`src/rtl/mem_pkg.sv`:
```
// mem_pkg: shared access-size encodings, FSM states and data width for the memory access unit.
package mem_pkg;
    localparam int DATA_W = 32;
    typedef enum logic [1:0] {SZ_BYTE = 2'b00, SZ_HALF = 2'b01, SZ_WORD = 2'b10, SZ_ILL = 2'b11} size_e;
    typedef enum logic [2:0] {IDLE, LD, LDW, ST, RMW_RD, RMW_WT, RMW_WR, ERR} state_e;
    function automatic logic misaligned(input logic [1:0] size, input logic [1:0] off);
        return size == SZ_ILL || (size == SZ_HALF && off[0]) || (size == SZ_WORD && off != 2'b00);
    endfunction
endpackage

```
`src/rtl/byte_lane.sv`:
```
// byte_lane: little-endian lane extraction with sign/zero extension and store-lane merging.
module byte_lane
    import mem_pkg::*;
(
    input  logic [1:0]        size,
    input  logic              sgn,
    input  logic [1:0]        off,
    input  logic [DATA_W-1:0] word,
    input  logic [DATA_W-1:0] wdata,
    output logic [DATA_W-1:0] ext,
    output logic [DATA_W-1:0] merged
);
    logic [4:0]        sh;
    logic [15:0]       lane;
    logic [DATA_W-1:0] mask;
    assign sh     = {off, 3'b000};
    assign lane   = 16'(word >> sh);
    assign mask   = size == SZ_BYTE ? 32'h0000_00FF << sh : size == SZ_HALF ? 32'h0000_FFFF << sh : '1;
    assign ext    = size == SZ_BYTE ? {{24{sgn & lane[7]}}, lane[7:0]}
                  : size == SZ_HALF ? {{16{sgn & lane[15]}}, lane[15:0]} : word;
    assign merged = (word & ~mask) | ((wdata << sh) & mask);
endmodule

```
`src/rtl/memaccess_unit.sv`:
```
// memaccess_unit: CPU load/store front end to a single-port synchronous data memory,
// with sub-word stores done as read-modify-write.
module memaccess_unit
    import mem_pkg::*;
#(
    parameter int ADDR_W = 10
) (
    input  logic              clock,
    input  logic              resetN,
    input  logic              reqValid,
    output logic              reqReady,
    input  logic              reqWrite,
    input  logic [1:0]        reqSize,
    input  logic              reqSigned,
    input  logic [31:0]       reqAddr,
    input  logic [DATA_W-1:0] reqWdata,
    output logic              rspValid,
    output logic              rspErr,
    output logic [DATA_W-1:0] rspData,
    output logic [ADDR_W-1:0] ramAdress,
    output logic [DATA_W-1:0] ramIn,
    output logic              ramWP,
    input  logic [DATA_W-1:0] ramOut
);
    state_e            state;
    logic [1:0]        sz;
    logic              sgn;
    logic [1:0]        off;
    logic [DATA_W-1:0] wdata;
    logic [DATA_W-1:0] ext;
    logic [DATA_W-1:0] merged;
    logic              bad;

    assign reqReady = state == IDLE;
    assign bad      = misaligned(reqSize, reqAddr[1:0]) || |(reqAddr >> (ADDR_W + 2));

    byte_lane u_lane (
        .size  (sz),
        .sgn   (sgn),
        .off   (off),
        .word  (ramOut),
        .wdata (wdata),
        .ext   (ext),
        .merged(merged)
    );

    always_ff @(posedge clock or negedge resetN) begin
        if (!resetN) begin
            state     <= IDLE;
            ramWP     <= 1'b1;
            ramAdress <= '0;
            ramIn     <= '0;
            rspValid  <= 1'b0;
            rspErr    <= 1'b0;
            rspData   <= '0;
            sz        <= SZ_BYTE;
            sgn       <= 1'b0;
            off       <= 2'b00;
            wdata     <= '0;
        end else begin
            rspValid <= 1'b0;
            rspErr   <= 1'b0;
            case (state)
                IDLE: if (reqValid) begin
                    sz    <= reqSize;
                    sgn   <= reqSigned;
                    off   <= reqAddr[1:0];
                    wdata <= reqWdata;
                    if (bad) state <= ERR;
                    else begin
                        ramAdress <= reqAddr[ADDR_W+1:2];
                        if (!reqWrite) state <= LD;
                        else if (reqSize == SZ_WORD) begin
                            state <= ST;
                            ramIn <= reqWdata;
                            ramWP <= 1'b0;
                        end else state <= RMW_RD;
                    end
                end
                LD:     state <= LDW;
                LDW: begin
                    rspData  <= ext;
                    rspValid <= 1'b1;
                    state    <= IDLE;
                end
                ST: begin
                    ramWP    <= 1'b1;
                    rspValid <= 1'b1;
                    state    <= IDLE;
                end
                RMW_RD: state <= RMW_WT;
                // ramOut now holds the old word; the write goes out on the following edge
                RMW_WT: begin
                    ramIn <= merged;
                    ramWP <= 1'b0;
                    state <= RMW_WR;
                end
                RMW_WR: begin
                    ramWP    <= 1'b1;
                    rspValid <= 1'b1;
                    state    <= IDLE;
                end
                ERR: begin
                    rspValid <= 1'b1;
                    rspErr   <= 1'b1;
                    rspData  <= '0;
                    state    <= IDLE;
                end
                default: state <= IDLE;
            endcase
        end
    end
endmodule

```
`config.mk`:
```
export PLATFORM = sky130hd
export DESIGN_NAME = memaccess_unit
export DESIGN_NICKNAME = d
export VERILOG_FILES = /design/src/rtl/mem_pkg.sv /design/src/rtl/byte_lane.sv /design/src/rtl/memaccess_unit.sv
export SDC_FILE = /design/constraint.sdc
export NUM_CORES = 1
export LEC_CHECK = 0
export ABC_AREA = 1
export BUFFER_PORTS_ARGS = -buffer_cell sky130_fd_sc_hd__buf_4
export CORE_ASPECT_RATIO = 1.1
export CORE_MARGIN = 2
export CORE_UTILIZATION = 48
export DETAILED_ROUTE_END_ITERATION = 12
export PLACE_DENSITY = 0.88
export SLEW_MARGIN = 40
export SYNTH_ARGS = -nofsm -noshare
export SYNTH_HDL_FRONTEND = slang
export SYNTH_SLANG_ARGS = --single-unit
```
`constraint.sdc`:
```
create_clock -name clock -period 1.8 [get_ports clock]
set_input_delay 0.18 -clock clock [delete_from_list [all_inputs] [get_ports clock]]
set_output_delay 0.18 -clock clock [all_outputs]
set_load 0.02 [all_outputs]
```
Word level (Yosys, flattened, before mapping):

Index checks and enable logic that the tools add are counted.

* equality and inequality tests: 15
* reductions and logical operators: 18
* bitwise logic cells: 7
* muxes and demuxes: 22
* shifts and indexed selects: 4

Operators by type and width (number)
* $mux W32: 8
* $pmux W32 S2: 2
* $and A32 B32 Y32: 2
* $not A32 Y32: 1
* $or A32 B32 Y32: 1
* $shl A16 B5 Y32 const A: 1
* $shl A32 B5 Y32: 1
* $shl A8 B5 Y32 const A: 1
* $shr A32 B5 Y16: 1
* $reduce_or A20 Y1: 1
* $pmux W3 S5: 1
* $eq A3 B3 Y1 const B: 4
* $mux W3: 4
* $reduce_and A5 Y1: 2
* $eq A3 B2 Y1 const B: 2
* $mux W1: 6
* $reduce_bool A2 Y1: 3
* $eq A2 B1 Y1 const B: 2
* $eq A2 B2 Y1 const B: 2
* $ne A2 B1 Y1 const B: 2
* $ne A2 B2 Y1 const B: 2
* $reduce_or A4 Y1: 1
* $eq A3 B1 Y1 const B: 1
* $logic_not A3 Y1: 1
* 10 further kinds: 14

* word-level logic and storage cells: 77
* register bits after elaboration: 117
* bits of input ports: 103

Depth between registers and ports, before layout:

* word-level depth: 8
* gate-level depth with buffers: 14
* mapped depth without buffers: 11

Cells and area by module:

From an unflattened synthesis, not the netlist that was laid out.

* cell total of the unflattened synthesis: 1062
* area total of the unflattened synthesis: 7230.7 um^2

Modules (own cells, without submodules)
* memaccess_unit: times used 1, sequential area each 2929.1 um^2, area each 5223.8 um^2, cells an instance 629
* byte_lane: times used 1, sequential area each 0.0 um^2, area each 2006.9 um^2, cells an instance 433

Least setup slack after synthesis:

OpenSTA, ideal clock, no wires.

* path kind: register -> register
* from: reg off[0]
* to: reg ramIn[2]
* setup slack: -93 ps
* required time: 1683 ps
* cell stages (with the launch flop): 14
* arrival time: 1776 ps
* period minus slack after synthesis: 1893 ps
* cells stage by stage: dfrtp_1 buf_4 inv_2 buf_6 buf_4 ha_1 nor2_1 clkinv_1 nand2_1 nor2_1 nor2_1 nor2_1 nand3_1 nand2_1

* longest elaborated chain between the ends: 7

Ends and longest elaborated chain
* start: declaration: line memaccess_unit.sv:28 `logic [1:0] off;`
* start signal: assignment: line memaccess_unit.sv:67 `off <= reqAddr[1:0];`
* $shl A16 B5 Y32: line byte_lane.sv:18 `assign mask = size == SZ_BYTE ? 32'h0000_00FF << sh : size == SZ_HALF ? 32'h0000_FFFF << sh : '1;`
* $mux W32 (2 in a row): line byte_lane.sv:18
* $not A32 Y32: line byte_lane.sv:21 `assign merged = (word & ~mask) | ((wdata << sh) & mask);`
* $and A32 B32 Y32: line byte_lane.sv:21
* $or A32 B32 Y32 (*): line byte_lane.sv:21
* $pmux W32 S2 (*): line memaccess_unit.sv:63 `case (state)`
* end signal: assignment: line memaccess_unit.sv:75 `ramIn <= reqWdata;`
* end signal: assignment: line memaccess_unit.sv:94 `ramIn <= merged;`
* end: declaration: line memaccess_unit.sv:21 `output logic [DATA_W-1:0] ramIn,`

Every way passes the cells marked *; elsewhere a longest branch is shown, timed or not.
A chain may end at the register's enable or synchronous reset.

Final worst setup path:

* from: reg off[0]
* to: reg rspData[22]

* longest elaborated chain between the ends: 5

Ends and longest elaborated chain
* $shr A32 B5 Y16 (*): line byte_lane.sv:17 `assign lane = 16'(word >> sh);`
* $and A1 B1 Y1: line byte_lane.sv:20 `: size == SZ_HALF ? {{16{sgn & lane[15]}}, lane[15:0]} : word;`
* $mux W32: line byte_lane.sv:20
* $mux W32 (*): line byte_lane.sv:19 `assign ext = size == SZ_BYTE ? {{24{sgn & lane[7]}}, lane[7:0]}`
* $pmux W32 S2 (*): line memaccess_unit.sv:63
* end signal: assignment: line memaccess_unit.sv:82 `rspData <= ext;`
* end: declaration: line memaccess_unit.sv:19 `output logic [DATA_W-1:0] rspData,`

Marks and branches as above.

==> flow_summary_export.csv <==
group,metric,value,unit
flow_run,max_cap_viol_count,0,
global_route,antenna_found_initial,0,
setup_path,required,2110,ps
route,vias,7355,
logic_synthesis,synth_edf_count,0,
setup_path,slowest_stage,"dfrtp_1",
setup_path,endpoint,"rspData[22]",
setup_path,path_max_fanout,17,
setup_path,ff2ff_setup_slack,110,ps
timing,finalHoldViolCount,0,
floorplanning,die_w,116,um
route,drtAntennaViolNets,0,
cells_and_area,drive_above_1_share,22.6,%
timing,skew,7.75,ps
timing,fin_crit_sh,93.9,%
clocking,cts_setup_buffers,0,
floorplanning,die_area,0.0149,mm2
setup_path,worstPathCellList,"buf_4 > buf_4 > nand2_1 > nand4_1 > nand2_2 > o21ai_0 > o21ai_0",
logic_synthesis,yosysSeqAreaShare,43.9,%
floorplanning,core,0.0137,mm2
global_route,grt_pass1_vias,7049,
setup_path,startpoint_type,"register",
pwr,vdd_drop_max,1.30,mV
floorplanning,ios,181,
route,drt_iter0_drc,641,
cells_and_area,antennaDiodeCount,0,
clocking,cts_buffers,17,
timing,tns,0,ps
status,status,"finished, final reports clean",
route,drt-total-wl,21.8,mm
timing,fin_crit,1690,ps
timing,fmax,592,MHz
placed_design,post-dp-hpwl,15.3,mm
cells_and_area,fin_nets,1306,
logic_synthesis,syn_nets,1089,
clocking,cts_root_buf,"clkbuf_16",
pwr,total_power,16.9,mW
global_route,grt_use_total,30.2,%
setup_path,path_class,"register to register",
global_route,grt_pass1_wl,35.1,mm
placed_design,place_congestion,0.982,
placed_design,io_buffers,180,
global_route,grt_max_degree,118,
timing,slew_violations,0,
floorplanning,rows,45,
cells_and_area,area_delta_synth_final,38.7,%
logic_synthesis,ys_seq_elements,117,
logic_synthesis,syn_avg_cell_area,6.80,um2
pwr,p_per_area,1820,mW/mm2
clocking,cts_max_level,4,
setup_path,r2r_end,"rspData[22]",
timing,finalSetupViolCount,0,
logic_synthesis,syn_area,0.00667,mm2
logic_synthesis,synth_ff_type,"dfrtp_1",
pwr,leakage,5.06,nW
setup_path,reg2reg_from,"off[0]",
clocking,clk_pin_slew,60,ps
timing,maxSlewHeadroom,58.0,%
route,wire_per_inst,15.6,um
logic_synthesis,synth_cell_types,29,
setup_path,crit_start,"off[0]",
setup_path,end_kind,"register",
setup_path,reg2reg_depth,7,
route,viasPerCell,5.25,
setup_path,max_stage_delay,410,ps
timing,tightestPinTransition,629,ps
floorplanning,die_h,128,um
clocking,clock_sinks,117,
global_route,grt.overflow.total,0,
clocking,insertion_delay,420,ps
min_path,hold_path_class,"input pin to register",
route,drc,0,
logic_synthesis,yosys_warnings,0,
floorplanning,initial_core_util,48.8,%
route,drtPass1Iterations,5,
logic_synthesis,syn_inst,982,
clocking,ctsLongestPathBuffers,2,
setup_path,cp_data_arrival_time,2000,ps
clocking,tritoncts,"yes",
logic_synthesis,synthArstFlopShare,100,%
[worst min-delay path by stage]
stage	from	endpoint	slack, ps	cells after the start
6_report	reqAddr[9]	ramAdress[7]	10	3
5_1_grt	reqAddr[9]	ramAdress[7]	20	3
4_1_cts	reqAddr[8]	ramAdress[6]	2	3
3_5_place_dp	resetN	ramIn[24]	320	2
3_3_place_gp	resetN	ramIn[28]	310	2
2_1_floorplan	resetN	off[0]	-120	0
[layout make-up]
| cell class | count | area [um2] |
|---|---|---|
| flip-flops and latches | 117 | 2930 |
| inverters | 64 | 241 |
| clock inverters | 15 | 134 |
| repair buffers | 249 | 2060 |
| clock buffers | 17 | 425 |
| multi-input cells | 750 | 3230 |
| fillers | 1119 | 4420 |
| well taps | 188 | 235 |
[Yosys cell counts, types with 4 or more instances]
| cell | instances | area share, % |
|---|---|---|
| buf_4 | 14 | 1.6 |
| inv_1 | 52 | 2.9 |
| a21oi_1 | 14 | 1.0 |
| nand3_1 | 104 | 7.8 |
| nand2_2 | 7 | 0.66 |
| nor2_1 | 39 | 2.2 |
| o21ai_1 | 7 | 0.52 |
| buf_2 | 21 | 1.6 |
| dfrtp_1 | 116 | 43 |
| ha_1 | 4 | 0.75 |
| o22ai_1 | 15 | 1.4 |
| nand2_1 | 476 | 27 |
| nor3_1 | 7 | 0.52 |
| clkbuf_1 | 13 | 0.73 |
| a22o_1 | 4 | 0.52 |
| o21ai_0 | 62 | 4.6 |
| inv_2 | 11 | 0.62 |
[state kept, by name, summed over array words and instances (netlist names)]
register and cells:
ramIn 32, state 3, rspValid 1, rspData 32, sgn 1, off 2, sz 2, wdata 32
ramAdress 10, ramWP 1, rspErr 1
[layout by cell type (no fill, tap or decap)]
cell type	count
o211ai_1	1
inv_2	12
dlygate4sd3_1	40
nand3_2	2
a21oi_2	1
nor2_2	3
dfrtp_1	115
o22ai_1	15
nor2_4	2
clkinv_4	3
nor2_1	37
clkinvlp_4	6
dfrtp_2	1
nand2_1	473
inv_6	2
buf_12	7
inv_1	51
o21ai_1	7
clkbuf_16	17
bufinv_16	1
a31oi_1	1
nor3_1	7
ha_1	4
buf_4	201
nand4_1	2
o21ai_0	62
nand2_2	10
buf_6	1
dfstp_2	1
a21oi_1	14
nand3_1	104
a211oi_1	1
clkinv_2	4
a22o_1	4
[what timing repair did]
item,in CTS,in global routing
setup endpoints to repair,0,29
endpoints found under the hold margin,155,0
hold buffers,40,0
gates resized for setup,0,4
[power breakdown]
part | internal (mW) | leakage (nW) | switching, mW
Combinational | 3.36 | 3.33 | 5.70
Sequential | 3.80 | 1.47 | 0.829
Clock | 1.90 | 0.258 | 1.28
[worst max-delay path, delay by kind of cell (launching register included)]
| kind | cells | cell delay [ps] |
|---|---|---|
| buffers and inverters | 2 | 370 |
| AND/OR/NAND/NOR | 3 | 490 |
| AO/OA/AOI/OAI | 2 | 330 |
| flip-flops | 1 | 410 |
[layer usage]
metal / vias up / global-route usage, % / wire, um
met5: - / 0 / 0
met4: 0 / 14.1 / 876
met3: 80 / 5.67 / 1600
met2: 365 / 47.6 / 10300
met1: 3363 / 40.2 / 9030
li1: 3547 / - / -
[metrics by stage]
| stage | setup slack, ps | instance area [um2] | util, % | hold WS, ps | cells |
|---|---|---|---|---|---|
| finish | 110 | 9260 | 67.7 | 11.1 | 1400 |
| global placement | 176 | 8290 | 60.6 | 315 | 1328 |
| detailed placement | 46.2 | 8290 | 60.6 | 318 | 1328 |
| CTS | 31.9 | 9250 | 67.6 | 2.29 | 1400 |
| global route | -21.9 | 9260 | 67.7 | 21.2 | 1400 |
| floorplan | 19.2 | 6680 | - | -116 | 982 |
[cell families (layout without fill, tap and decap cells)]
logic type | after synthesis | in the layout | share of synthesized area [%]
buf+inv | 115 | 345 | 7.89
simple gates | 640 | 640 | 38.9
compound gates | 106 | 106 | 8.61
fa+ha+maj | 4 | 4 | 0.750
flops | 117 | 117 | 43.9
No activity file was read; power rests on OpenSTA's default activity.
